<file path="src/rtl/draw_pkg.sv">
// Shared screen geometry, image selects and sequencer state encoding
// for the full-screen blit and object plot path.
package draw_pkg;

    localparam int SCREEN_W = 160;
    localparam int SCREEN_H = 120;

    localparam int XW = 8;
    localparam int YW = 7;
    localparam int AW = 15;
    localparam int CW = 3;

    localparam logic [1:0] IMG_BLACK = 2'd0;
    localparam logic [1:0] IMG_RED   = 2'd1;
    localparam logic [1:0] IMG_TITLE = 2'd2;
    localparam logic [1:0] IMG_OVER  = 2'd3;

    typedef enum logic [1:0] {
        IDLE  = 2'd0,
        FILL  = 2'd1,
        DRAIN = 2'd2
    } state_e;

endpackage

</file>
<file path="src/rtl/raster_counter.sv">
// Raster scan counter: x/y position and linear ROM address,
// with x wrap into y and a flag on the final pixel address.
module raster_counter
    import draw_pkg::*;
#(
    parameter int WIDTH  = SCREEN_W,
    parameter int HEIGHT = SCREEN_H
) (
    input  logic          clk,
    input  logic          rst,
    input  logic          clear_i,
    input  logic          step_i,
    output logic [XW-1:0] x_o,
    output logic [YW-1:0] y_o,
    output logic [AW-1:0] addr_o,
    output logic          last_o
);

    localparam logic [XW-1:0] X_MAX = XW'(WIDTH - 1);
    localparam logic [AW-1:0] A_MAX = AW'(WIDTH * HEIGHT - 1);

    logic [XW-1:0] x_q, x_d;
    logic [YW-1:0] y_q, y_d;
    logic [AW-1:0] addr_q, addr_d;

    always_comb begin
        x_d    = x_q;
        y_d    = y_q;
        addr_d = addr_q;
        if (clear_i) begin
            x_d    = '0;
            y_d    = '0;
            addr_d = '0;
        end else if (step_i) begin
            addr_d = addr_q + AW'(1);
            if (x_q == X_MAX) begin
                x_d = '0;
                y_d = y_q + YW'(1);
            end else begin
                x_d = x_q + XW'(1);
            end
        end
    end

    always_ff @(posedge clk or posedge rst) begin
        if (rst) begin
            x_q    <= '0;
            y_q    <= '0;
            addr_q <= '0;
        end else begin
            x_q    <= x_d;
            y_q    <= y_d;
            addr_q <= addr_d;
        end
    end

    assign x_o    = x_q;
    assign y_o    = y_q;
    assign addr_o = addr_q;
    assign last_o = (addr_q == A_MAX);

endmodule

</file>
<file path="src/rtl/screen_sequencer.sv">
// Full-screen image blitter into the VGA write port, sharing the port
// with single-pixel object requests whenever no blit is running.
module screen_sequencer
    import draw_pkg::*;
#(
    parameter int WIDTH  = SCREEN_W,
    parameter int HEIGHT = SCREEN_H
) (
    input  logic          clk,
    input  logic          rst,
    input  logic          start,
    input  logic [1:0]    sel,
    output logic          busy,
    output logic          done,
    output logic [1:0]    rom_sel,
    output logic [AW-1:0] rom_addr,
    input  logic [CW-1:0] rom_q,
    input  logic          obj_req,
    input  logic [XW-1:0] obj_x,
    input  logic [YW-1:0] obj_y,
    input  logic [CW-1:0] obj_colour,
    output logic          obj_ack,
    output logic [XW-1:0] x,
    output logic [YW-1:0] y,
    output logic [CW-1:0] colour,
    output logic          plot
);

    state_e        state_q;
    logic          busy_q;
    logic          drain_q;
    logic [1:0]    rom_sel_q;

    logic [XW-1:0] cnt_x;
    logic [YW-1:0] cnt_y;
    logic          cnt_last;
    logic          cnt_clear;
    logic          cnt_step;

    logic          v1_q;
    logic          last1_q;
    logic [XW-1:0] x1_q;
    logic [YW-1:0] y1_q;

    logic          plot_q;
    logic          done_q;
    logic [XW-1:0] x_q;
    logic [YW-1:0] y_q;
    logic [CW-1:0] colour_q;
    logic          obj_in_range;

    assign cnt_clear = (state_q == IDLE) && start;
    assign cnt_step  = (state_q == FILL) && !cnt_last;

    raster_counter #(
        .WIDTH  (WIDTH),
        .HEIGHT (HEIGHT)
    ) u_raster (
        .clk     (clk),
        .rst     (rst),
        .clear_i (cnt_clear),
        .step_i  (cnt_step),
        .x_o     (cnt_x),
        .y_o     (cnt_y),
        .addr_o  (rom_addr),
        .last_o  (cnt_last)
    );

    always_ff @(posedge clk or posedge rst) begin
        if (rst) begin
            state_q   <= IDLE;
            busy_q    <= 1'b0;
            drain_q   <= 1'b0;
            rom_sel_q <= IMG_BLACK;
        end else begin
            unique case (state_q)
                IDLE: if (start) begin
                    state_q   <= FILL;
                    busy_q    <= 1'b1;
                    rom_sel_q <= sel;
                end
                FILL: if (cnt_last) begin
                    state_q <= DRAIN;
                    drain_q <= 1'b0;
                end
                DRAIN: if (drain_q) begin
                    state_q <= IDLE;
                    busy_q  <= 1'b0;
                end else begin
                    drain_q <= 1'b1;
                end
                default: state_q <= IDLE;
            endcase
        end
    end

    // Blit has priority: a start in the same cycle blocks the grant.
    assign obj_ack      = obj_req && (state_q == IDLE) && !start;
    assign obj_in_range = (32'(obj_x) < WIDTH) && (32'(obj_y) < HEIGHT);

    // Stage 1 waits out the ROM read; stage 2 is the write port itself.
    always_ff @(posedge clk or posedge rst) begin
        if (rst) begin
            v1_q     <= 1'b0;
            last1_q  <= 1'b0;
            x1_q     <= '0;
            y1_q     <= '0;
            plot_q   <= 1'b0;
            done_q   <= 1'b0;
            x_q      <= '0;
            y_q      <= '0;
            colour_q <= '0;
        end else begin
            v1_q    <= (state_q == FILL);
            last1_q <= cnt_last;
            x1_q    <= cnt_x;
            y1_q    <= cnt_y;
            plot_q  <= 1'b0;
            done_q  <= 1'b0;
            if (v1_q) begin
                x_q      <= x1_q;
                y_q      <= y1_q;
                colour_q <= rom_q;
                plot_q   <= 1'b1;
                done_q   <= last1_q;
            end else if (obj_ack && obj_in_range) begin
                x_q      <= obj_x;
                y_q      <= obj_y;
                colour_q <= obj_colour;
                plot_q   <= 1'b1;
            end
        end
    end

    assign busy    = busy_q;
    assign done    = done_q;
    assign rom_sel = rom_sel_q;
    assign x       = x_q;
    assign y       = y_q;
    assign colour  = colour_q;
    assign plot    = plot_q;

endmodule
</file>
<file path="config.mk">
export PLATFORM = sky130hd
export DESIGN_NAME = screen_sequencer
export DESIGN_NICKNAME = d
export VERILOG_FILES = /design/src/rtl/draw_pkg.sv /design/src/rtl/raster_counter.sv /design/src/rtl/screen_sequencer.sv
export SDC_FILE = /design/constraint.sdc
export NUM_CORES = 1
export LEC_CHECK = 0
export BUFFER_PORTS_ARGS = -buffer_cell sky130_fd_sc_hd__buf_4
export CORE_MARGIN = 2
export CORE_UTILIZATION = 50
export DETAILED_ROUTE_END_ITERATION = 8
export PLACE_DENSITY = 0.82
export SLEW_MARGIN = 5
export SYNTH_ARGS = -nofsm -noshare
export SYNTH_HDL_FRONTEND = slang
export SYNTH_SLANG_ARGS = --single-unit
</file>
<file path="constraint.sdc">
create_clock -name clk -period 3.3 [get_ports clk]
set_clock_uncertainty 0.2 [all_clocks]
set_input_delay 0 -clock clk [delete_from_list [all_inputs] [get_ports clk]]
set_output_delay 0 -clock clk [all_outputs]
set_load 0.03 [all_outputs]
</file>
==> results of run 1 <==
[worst max-delay path: cells and delay by family, from the launching register on]
family | cells | cell delay (ps)
compound gates | 1 | 110
buf+inv | 2 | 900
flops | 1 | 500
mux | 1 | 170
simple gates | 2 | 880
[cell usage after synthesis, drive strengths merged]
library cell | instances | area [um2]
inv | 4 | 15.01
o32ai | 1 | 8.760
or4 | 3 | 22.52
a41oi | 2 | 17.52
buf | 5 | 37.53
o41a | 1 | 11.26
nand2 | 46 | 172.7
xnor2 | 3 | 26.28
nor2 | 7 | 28.78
a31o | 2 | 17.52
dfrtp | 73 | 1827
and3 | 3 | 18.77
mux2i | 22 | 220.2
or4b | 1 | 13.76
o21ai | 32 | 160.2
a211o | 2 | 17.52
a32o | 1 | 10.01
and2b | 1 | 7.510
a31oi | 8 | 50.05
nor4 | 4 | 40.04
o21bai | 1 | 7.510
or2 | 1 | 6.260
and4 | 2 | 17.52
nand2b | 4 | 25.02
nor2b | 1 | 6.260
and2 | 2 | 12.51
xor2 | 1 | 8.760
nand4 | 8 | 50.05
nand3b | 4 | 30.03
o31ai | 7 | 52.55
clkbuf | 7 | 26.28
nor4b | 1 | 8.760
or3 | 5 | 31.28
a21oi | 12 | 60.06
o41ai | 1 | 27.53
nand3 | 8 | 40.04
nor3b | 2 | 15.01
and4b | 1 | 10.01
a22o | 2 | 17.52
nor3 | 4 | 20.02
ha | 3 | 37.54
[flip-flops by register name, summed over array words and instances, names as in the netlist, 2 cells and up]
name             flops
u_raster.addr_o     15
u_raster.x_o         8
x1_q                 8
x                    8
u_raster.y_o         7
y1_q                 7
y                    7
colour               3
rom_sel              2
state_q              2
[cell families (layout without fill, tap and decap cells)]
logic type / after synthesis / in the layout / share of synthesized area
XOR/XNOR: 4 / 4 / 0.01084
AO/OA/AOI/OAI: 72 / 72 / 0.1416
AND/OR/NAND/NOR: 108 / 108 / 0.1784
multiplexers: 22 / 22 / 0.06811
adder cells (fa/ha/maj): 3 / 3 / 0.01161
flip-flops: 73 / 73 / 0.5650
buffers and inverters: 16 / 115 / 0.02438
[metal layers]
layer,vias up,wire length (um)
met1,1268,3095
met3,17,406
met5,-,0
li1,1284,-
met4,0,155
met2,100,3652
[repair_timing]
item                       in CTS  in global routing
setup endpoints to repair       0                  0
hold buffers                   25                  0
hold endpoints to repair       48                  0
[cell usage in the layout (no fill, tap or decap), drive strengths merged, types with 4 or more instances in the layout]
cell         instances
mux2i               22
a31oi                8
o31ai                7
inv                  4
a21oi               12
nand2               46
nor4                 4
buf                 70
or3                  5
nand2b               4
clkbuf              11
nor2                 7
o21ai               32
nand3b               4
dlygate4sd3         25
nand3                8
dfrtp               73
nor3                 4
nand4                8
[power by group through the flow]
stage,Sequential (mW),Combinational [mW],Clock [mW]
floorplan,1.66,0.360,0
global placement,1.43,0.940,0
detailed placement,1.45,0.970,0
CTS,1.44,0.998,0.756
global route,1.49,1.08,0.800
finish,1.44,0.993,0.735
[final timing paths]
kind / endpoint / slack [ps] / cells past startpoint / start
worst max-delay path: colour[1]$_DFFE_PP0P_ / 410 / 6 / state_q[0]$_DFFE_PP0P_
worst min-delay path: u_raster.addr_o[14]$_DFFE_PP0P_ / 80 / 3 / rst
worst max register to register: colour[1]$_DFFE_PP0P_ / 410 / 6 / state_q[0]$_DFFE_PP0P_
worst min register to register: y1_q[4]$_DFF_PP0_ / 230 / 0 / u_raster.y_o[4]$_DFFE_PP0P_
max in group asynchronous: y[6]$_DFFE_PP0P_ / 2090 / 4 / rst
min in group clk: rom_sel[0]$_DFFE_PP0P_ / 200 / 4 / sel[0]
[stage by stage]
step	total power, mW	worst slack [ps]	hold slack [ps]	cells
2_1_floorplan	2.016	507.1	-94.56	298
3_3_place_gp	2.366	946.6	-99.96	433
3_5_place_dp	2.422	807.1	-90.43	433
4_1_cts	3.192	516.7	88.64	474
5_1_grt	3.368	244.3	149.1	474
6_report	3.172	405.4	83.59	474
[area by class of cell]
type,count,area [um2]
well taps,77,96.34
inverters,4,15.01
repair buffers,95,775.7
fillers,469,2056
clock inverters,5,80.08
flip-flops and latches,73,1827
multi-input cells,209,1333
clock buffers,11,131.4
==> implementation parameters, run 1 <==
Parameter                              Value

Clocking
  CTS tree    built
  Number of setup buffers added after CTS    0
  Maximum buffer depth of the clock tree    2
  TritonCTS buffer count    9
  Clk Latency, worst-skew pair    340 ps
  Number of levels in the clock H-tree    3
  Clock sinks    73
  Post-cts gate resize count    0
  CTS Root Cell    sky130_fd_sc_hd__clkbuf_8
  Clock transition at the register clock pins on the worst setup and hold paths after CTS    70 ps

Floorplanning
  Number of cell rows    29
  I/O pin total    66
  Initial core utilization    0.5121
  Vertical die dimension    84.41 um
  Core Footprint    6314 um2
  Horiz. Die Dim    84.41 um
  Die area    7125 um2

Timing
  Setup repair after global routing missed its margin    no
  Max-Slew Margin vs Limit    0.3737
  Crit share post-route    0.8772
  Number of max-slew violations in the final report    0
  Pin slew with the least headroom to its limit    939.4 ps
  Final-layout setup total negative slack    0 ps
  Final-report setup violation count    0
  Endpoints failing hold    0
  Max frequency    345.5 MHz
  Final critical-path required period    2895 ps

Global route
  Layer carrying the most global-route usage    met2
  Initial antenna violation count    0
  Routing usage on met2    0.3672
  Maximum number of pins on one net before global-route repair    39
  Met1 track utilization from global routing    0.2781
  Number of global-route vias before repair    2686
  Overflow left after global routing    0
  Met3 Resource Use GR    0.05015
  Wire length of the first global-routing pass    12.49 mm
  Global-route usage over all layers    0.2196

Routing
  Detailed-routing iteration count for the pre-antenna-repair pass    4
  Via Count    2669
  Vias per inst    5.631
  Average detailed-routed wire length per instance    15.42 um
  Initial DRC count    148
  Antenna-violating nets left    0
  Count of unresolved DRC violations after routing    0
  Routed Wire Length    7.310 mm

Final layout
  Final design area excluding fillers    4258 um2
  Antenna diodes    0
  Layout area overhead    31.69%
  Total number of nets in the final design    422
  Share of post-route cells with drive strength above 1    0.2343
  Post-layout util    0.6744

Critical path
  Biggest cell delay along the critical path    720 ps
  CP Cell Sequence    nor4b_1, nand3_1, buf_4, mux2i_1, o21ai_0, dlygate4sd3_1
  Data required time of the worst path    3310 ps
  Critical Path Start Type    flip-flop
  Crit end category    flip-flop
  Maximum fanout along the worst path    19
  Worst setup path class    flip-flop to flip-flop
  Library cell contributing the largest single delay on the critical path    sky130_fd_sc_hd__nor4b_1
  Arrival time reported for the critical path endpoint    2910 ps

Synthesis
  Synthesis warning total    0
  Distinct cell type count after synthesis    44
  Cell count after synthesis    298
  Mean instance size in the synthesized netlist    10.85 um2
  Synthesized Nets    328
  Post-synthesis instance area    3233 um2
  Total of flip-flops plus latches after synthesis    73
  Portion of the post-synthesis area used by sequential elements    0.5650

Pwr
  Portion of total power attributed to combinational logic    0.313
  Part of the power in the clock network    0.232
  Power per standard cell area    744.9 nW/um2
  Switching share of power    0.3624
  Internal Pwr Total    2.022 mW
  Switch Pwr    1.149 mW
  Largest voltage drop on the vdd net    0.5365 mV
  Static leakage power    2.070 nW
  Reg power frac    0.455

Placement
  RD Place Congestion    0.8671
  Detailed Place HPWL    4.876 mm
  Post-place instance area    3796 um2
  IO Port Bufs    65

Status
  Outcome    complete, no violations

Hold path
  Worst min-delay path category    primary input to asynchronous set/reset pin

Flow run
  Maximum Capacitance Violations    0
(Power assumes the default switching activity.)
==> run 2: changes to the inputs <==
CELL_PAD_IN_SITES_DETAIL_PLACEMENT = 1   (was default)
CELL_PAD_IN_SITES_GLOBAL_PLACEMENT = 1   (was default)
CORE_UTILIZATION = 45   (was 50)
PLACE_DENSITY = 0.91   (was 0.82)
==> implementation parameters, run 2 (synthesized netlist as in run 1, its figures left out) <==
Parameter                              Value

Final layout
  Most frequent cells in the layout    sky130_fd_sc_hd__dfrtp_1, sky130_fd_sc_hd__buf_4, sky130_fd_sc_hd__nand2_1, sky130_fd_sc_hd__o21ai_0, sky130_fd_sc_hd__dlygate4sd3_1
  Share of post-route cells with drive strength above 1    0.2369 (+0.002651)
  Total number of nets in the final design    426 (+0.95%)
  Number of fill cells in the layout    741 (+58%)
  Final design area excluding fillers    4312 um2 (+1.3%)
  Antenna diodes    0 (unchanged)
  Layout area overhead    33.36%
  Most common cell after layout, fill and taps aside    sky130_fd_sc_hd__dfrtp_1
  Max reg flops    15 (unchanged)

Critical path
  Logic depth of the worst path, buffers included    6 (unchanged)
  Data required time of the worst path    3340 ps (+30 ps)
  Arrival time reported for the critical path endpoint    2860 ps (-50 ps)
  Library cell contributing the largest single delay on the critical path    sky130_fd_sc_hd__dlygate4sd3_1
  CP Cell Sequence    nor4b_1, nand3_1, buf_4, mux2i_1, o21ai_0, dlygate4sd3_1
  Biggest cell delay along the critical path    650 ps (-70 ps)
  Capture point of the worst path    colour[1]$_DFFE_PP0P_
  Sum of buffers and inverters on the critical path    2 (unchanged)
  Length in cells of the worst reg-to-reg path    6 (unchanged)
  Worst setup path class    flip-flop to flip-flop
  Worst setup slack for register-to-register paths    470 ps (+70 ps)
  Launch point of the worst path    state_q[0]$_DFFE_PP0P_
  Critical Path Start Type    flip-flop
  Reg-to-Reg Start    state_q[0]$_DFFE_PP0P_
  Family with the most delay on the worst path    buffers and inverters
  Maximum fanout along the worst path    18 (-1)
  R2R Path End    colour[1]$_DFFE_PP0P_
  Crit end category    flip-flop

Clocking
  Clock sinks    73 (unchanged)
  Clk Latency, worst-skew pair    350 ps (about the same)
  Clock transition at the register clock pins on the worst setup and hold paths after CTS    90 ps (+20 ps)
  Number of levels in the clock H-tree    3 (unchanged)
  CTS Root Cell    sky130_fd_sc_hd__clkbuf_8
  Number of setup buffers added after CTS    0 (unchanged)
  TritonCTS buffer count    9 (unchanged)
  Maximum buffer depth of the clock tree    2 (unchanged)
  Post-cts gate resize count    0 (unchanged)
  CTS tree    built

Timing
  Final-layout setup total negative slack    0 ps (unchanged)
  Number of max-slew violations in the final report    0 (unchanged)
  Final critical-path required period    2829 ps (-65.90 ps)
  Max frequency    353.5 MHz (+2.3%)
  Slack of the critical path    471.3 ps (+65.90 ps)
  Setup repair after global routing missed its margin    no
  Max-Slew Margin vs Limit    0.3242 (-0.04956)
  Endpoints failing hold    0 (unchanged)
  Pin slew with the least headroom to its limit    1014 ps (+74.34 ps)
  Crit share post-route    0.8572 (-0.01997)
  Final-report setup violation count    0 (unchanged)

Global route
  Initial antenna violation count    0 (unchanged)
  Number of global-route vias before repair    2994 (+11%)
  Overflow left after global routing    0 (unchanged)
  Maximum number of pins on one net before global-route repair    39 (unchanged)
  Wire length of the first global-routing pass    15.66 mm (+25%)
  Global-route usage over all layers    0.2666 (+0.04701)

Floorplanning
  Die area    7878 um2 (+11%)
  I/O pin total    66 (unchanged)
  Horiz. Die Dim    88.76 um (+5.2%)
  Core Footprint    6869 um2 (+8.8%)
  Initial core utilization    0.4707 (-0.04141)
  Vertical die dimension    88.76 um (+5.2%)
  Number of cell rows    30 (+3.4%)

Routing
  Count of unresolved DRC violations after routing    0 (unchanged)
  Detailed-routing iteration count for the pre-antenna-repair pass    4 (unchanged)
  Via Count    2792 (+4.6%)
  Antenna-violating nets left    0 (unchanged)
  Initial DRC count    179 (+21%)
  Average detailed-routed wire length per instance    19.82 um (+29%)
  Vias per inst    5.618 (-0.23%)
  Routed Wire Length    9.851 mm (+35%)

Placement
  RD Place Congestion    0.8219 (-5.2%)
  IO Port Bufs    65 (unchanged)
  Detailed Place HPWL    6.123 mm (+26%)
  Worst setup slack before clock tree synthesis    741.9 ps (-65.18 ps)
  Post-place instance area    3820 um2 (+0.63%)

Pwr
  Power per standard cell area    751.9 nW/um2 (+0.94%)
  Static leakage power    2.077 nW (+0.31%)
  Largest voltage drop on the vdd net    0.3924 mV (-27%)

Flow run
  Maximum Capacitance Violations    0 (unchanged)

Hold path
  Worst min-delay path category    primary input to asynchronous set/reset pin

Status
  Outcome    complete, no violations
run 2: changes by cell type in the layout (fill, tap and decap cells not counted), sizes merged:
cell	previous run	this run
dlygate4sd3	25	29
clkbuf	11	9
clkinv	1	3
inv	4	6
bufinv	2	1
clkinvlp	2	1
run 2: how the worst min path moves through the flow:
stage / from / end / slack (ps)
after floorplan: sel[0] / rom_sel[0]$_DFFE_PP0P_ / -90
after global placement: sel[1] / rom_sel[1]$_DFFE_PP0P_ / -10
after detailed placement: rst / done$_DFF_PP0_ / -1
after CTS: rst / done$_DFF_PP0_ / 170
after global routing: rst / colour[1]$_DFFE_PP0P_ / 240
final: rst / done$_DFF_PP0_ / 170
run 2: cell type report:
class                           instances  area (um2)  share of cell area
Multi-Input combinational cell        209        1333              0.3091
Clock buffer                            9       123.9             0.02873
Timing Repair Buffer                   99       815.8              0.1892
Inverter                                4       15.01            0.003482
Clock inverter                          7       77.57             0.01799
Sequential cell                        73        1827              0.4237
Tap cell                               96       120.1             0.02786
run 2: what timing repair did:
item | CTS | global route
endpoints found under the setup margin | 0 | 0
hold endpoints to repair | 57 | 0
hold buffers | 29 | 0
run 2: metrics by stage:
stage | cells | hold slack (ps) | total power, mW | utilization
5_1_grt | 497 | 236.5 | 3.415 | 0.6277
4_1_cts | 497 | 172.2 | 3.222 | 0.6277
3_3_place_gp | 452 | -9.624 | 2.381 | 0.5561
6_report | 497 | 173.8 | 3.242 | 0.6277
3_5_place_dp | 452 | -1.027 | 2.471 | 0.5561
2_1_floorplan | 298 | -94.56 | 2.016 | -
run 2: tightest hold or removal path, delay by kind of cell:
kind / cells / cell delay (ps)
buffers and inverters: 3 / 1250
run 2: per-layer routing:
metal	part of all wire	up-vias	wire, um	GRT usage
met5	0	-	0	0
met4	0.022	0	216	0.08678
met3	0.043	20	419	0.06343
met2	0.54	79	5277	0.4735
met1	0.40	1404	3938	0.3178
li1	-	1289	-	-
run 2: where the power goes:
part	switching (mW)	internal, mW	total [mW]
Combinational	0.630	0.417	1.05
Sequential	0.290	1.18	1.47
Clock	0.365	0.356	0.721
==> run 3: changes to the inputs <==
CAP_MARGIN = 25   (was default)
CORE_UTILIZATION = 42   (was 45)
PLACE_DENSITY = 0.86   (was 0.91)
clock period = 3 ns   (was 3.3 ns; I/O delays follow)
==> implementation parameters, run 3 (synthesized netlist as in run 1, its figures left out) <==
Parameter                              Value

Status
  Outcome    complete, no violations

Clocking
  CTS tree    built
  Clock sinks    73 (unchanged)
  Number of levels in the clock H-tree    3 (unchanged)
  Clk Latency, worst-skew pair    350 ps (about the same)
  Clock transition at the register clock pins on the worst setup and hold paths after CTS    90 ps (about the same)
  CTS Root Cell    sky130_fd_sc_hd__clkbuf_8
  TritonCTS buffer count    9 (unchanged)
  Maximum buffer depth of the clock tree    2 (unchanged)

Global route
  Number of global-route vias before repair    2958 (-1.2%)
  Overflow left after global routing    0 (unchanged)
  Global-route usage over all layers    0.2393 (-0.02736)
  Wire length of the first global-routing pass    15.60 mm (-0.36%)
  Maximum number of pins on one net before global-route repair    39 (unchanged)
  Initial antenna violation count    0 (unchanged)

Timing
  Pin slew with the least headroom to its limit    752.3 ps (-261.4 ps)
  Endpoints failing hold    0 (unchanged)
  Setup repair after global routing missed its margin    no
  Final-report setup violation count    0 (unchanged)
  Final-layout setup total negative slack    0 ps (unchanged)
  Max frequency    376.2 MHz (+6.4%)
  Max-Slew Margin vs Limit    0.4967 (+0.1726)
  Final critical-path required period    2658 ps (-170.5 ps)
  Slack of the critical path    341.8 ps (-129.5 ps)
  Min Hold Slack    9.765 ps (-164.0 ps)
  Number of max-slew violations in the final report    0 (unchanged)
  Crit share post-route    0.8861 (+0.02889)

Critical path
  Critical Path Start Type    flip-flop
  Library cell contributing the largest single delay on the critical path    sky130_fd_sc_hd__dlygate4sd3_1
  Maximum fanout along the worst path    19 (+1)
  Reg-to-Reg Start    state_q[0]$_DFFE_PP0P_
  Worst setup path class    flip-flop to flip-flop
  CP Cell Sequence    nor4b_2, nand3_1, buf_4, mux2i_1, o21ai_0, dlygate4sd3_1
  Crit end category    flip-flop
  Data required time of the worst path    3080 ps (-260 ps)
  Biggest cell delay along the critical path    610 ps (-40 ps)
  Launch point of the worst path    state_q[0]$_DFFE_PP0P_
  Arrival time reported for the critical path endpoint    2740 ps (-120 ps)

Routing
  Vias per inst    5.608 (-0.18%)
  Routed Wire Length    9.508 mm (-3.5%)
  Count of unresolved DRC violations after routing    0 (unchanged)
  Initial DRC count    115 (-36%)
  Detailed-routing iteration count for the pre-antenna-repair pass    4 (unchanged)
  Via Count    2787 (-0.18%)
  Antenna-violating nets left    0 (unchanged)
  Average detailed-routed wire length per instance    19.13 um (-3.5%)

Floorplanning
  I/O pin total    66 (unchanged)
  Initial core utilization    0.4387 (-0.03196)
  Vertical die dimension    91.74 um (+3.4%)
  Core Footprint    7370 um2 (+7.3%)
  Die area    8415 um2 (+6.8%)
  Number of cell rows    31 (+3.3%)
  Horiz. Die Dim    91.74 um (+3.4%)

Final layout
  Most common cell after layout, fill and taps aside    sky130_fd_sc_hd__dfrtp_1
  Share of post-route cells with drive strength above 1    0.2437 (+0.006811)
  Post-layout util    0.5847 (-0.04297)
  Antenna diodes    0 (unchanged)
  Layout Cells excl Fill    497 (unchanged)
  Max reg flops    15 (unchanged)
  Most frequent cells in the layout    sky130_fd_sc_hd__dfrtp_1, sky130_fd_sc_hd__buf_4, sky130_fd_sc_hd__nand2_1, sky130_fd_sc_hd__o21ai_0, sky130_fd_sc_hd__dlygate4sd3_1
  Layout area overhead    33.28% (about the same)
  Total number of nets in the final design    423 (-0.70%)
  Final design area excluding fillers    4309 um2 (about the same)

Pwr
  Largest voltage drop on the vdd net    0.4212 mV (+7.3%)
  Portion of total power attributed to combinational logic    0.320 (-0.003)
  Part of the power in the clock network    0.226 (+0.004)
  Switch Pwr    1.392 mW (+8.3%)
  Static leakage power    2.086 nW (+0.45%)
  Reg power frac    0.454 (about the same)
  Overall power    3.543 mW (+9.3%)
  Switching share of power    0.3930 (-0.003582)
  Power per standard cell area    822.2 nW/um2 (+9.3%)
  Internal Pwr Total    2.151 mW (+9.9%)

Flow run
  Maximum Capacitance Violations    0 (unchanged)

Placement
  Detailed Place HPWL    5.737 mm (-6.3%)
  Post-place instance area    3824 um2 (about the same)
  IO Port Bufs    65 (unchanged)
  Placed cells    455 (+0.66%)
  RD Place Congestion    0.8243 (+0.29%)
  Worst setup slack before clock tree synthesis    400.6 ps (-341.3 ps)

Hold path
  Worst min-delay path category    primary input to asynchronous set/reset pin
[run 3: changes by cell type in the layout (fill, tap and decap cells not counted)]
cell and delta:
sky130_fd_sc_hd__dlygate4sd3_1 -4, sky130_fd_sc_hd__nor4b_2 +1, sky130_fd_sc_hd__nor4b_1 -1, sky130_fd_sc_hd__buf_16 +1
[run 3: final timing paths]
path / endpoint / slack (ps) / depth (start not counted)
min: u_raster.addr_o[4]$_DFFE_PP0P_ / 10 / 3
max reg2reg: colour[0]$_DFFE_PP0P_ / 340 / 6
max in group asynchronous: y[5]$_DFFE_PP0P_ / 1850 / 4
min in group clk: rom_sel[1]$_DFFE_PP0P_ / 180 / 4
min reg2reg: y1_q[6]$_DFF_PP0_ / 240 / 0
max: colour[0]$_DFFE_PP0P_ / 340 / 6
[run 3: final cells by class]
type                    instances  area, um2
fillers                       794       3060
well taps                      99      123.9
clock buffers                   9      123.9
clock inverters                 7      77.57
repair buffers                 96      803.3
multi-input cells             209       1339
inverters                       4      15.01
flip-flops and latches         73       1827
[run 3: worst max-delay path: cells and delay by family (launching register included)]
family                 cells  cell delay (ps)
AOI/OAI and AO/OA          1              190
buffers and inverters      2              870
and+or+nand+nor            2              660
DFF                        1              520
muxes                      1              150
[run 3: metal layers]
layer | vias up | wire length, um | GRT usage
met5 | - | 0 | 0
met4 | 0 | 238 | 0.08333
met3 | 20 | 379 | 0.05505
met2 | 90 | 4977 | 0.4228
met1 | 1397 | 3912 | 0.2863
li1 | 1280 | - | -
[run 3: power by group through the flow]
stage	logic [mW]	clock network [mW]	registers, mW
2_1_floorplan	0.396	0	1.82
3_3_place_gp	1.04	0	1.58
3_5_place_dp	1.08	0	1.61
4_1_cts	1.11	0.806	1.59
5_1_grt	1.23	0.863	1.66
6_report	1.13	0.801	1.61
[run 3: repair_timing]
item                                   in CTS  in global routing
buffers inserted                            0                  0
resized for setup                           0                  1
setup endpoints to repair                   0                  2
endpoints found under the hold margin      94                  0
hold buffers                               25                  0
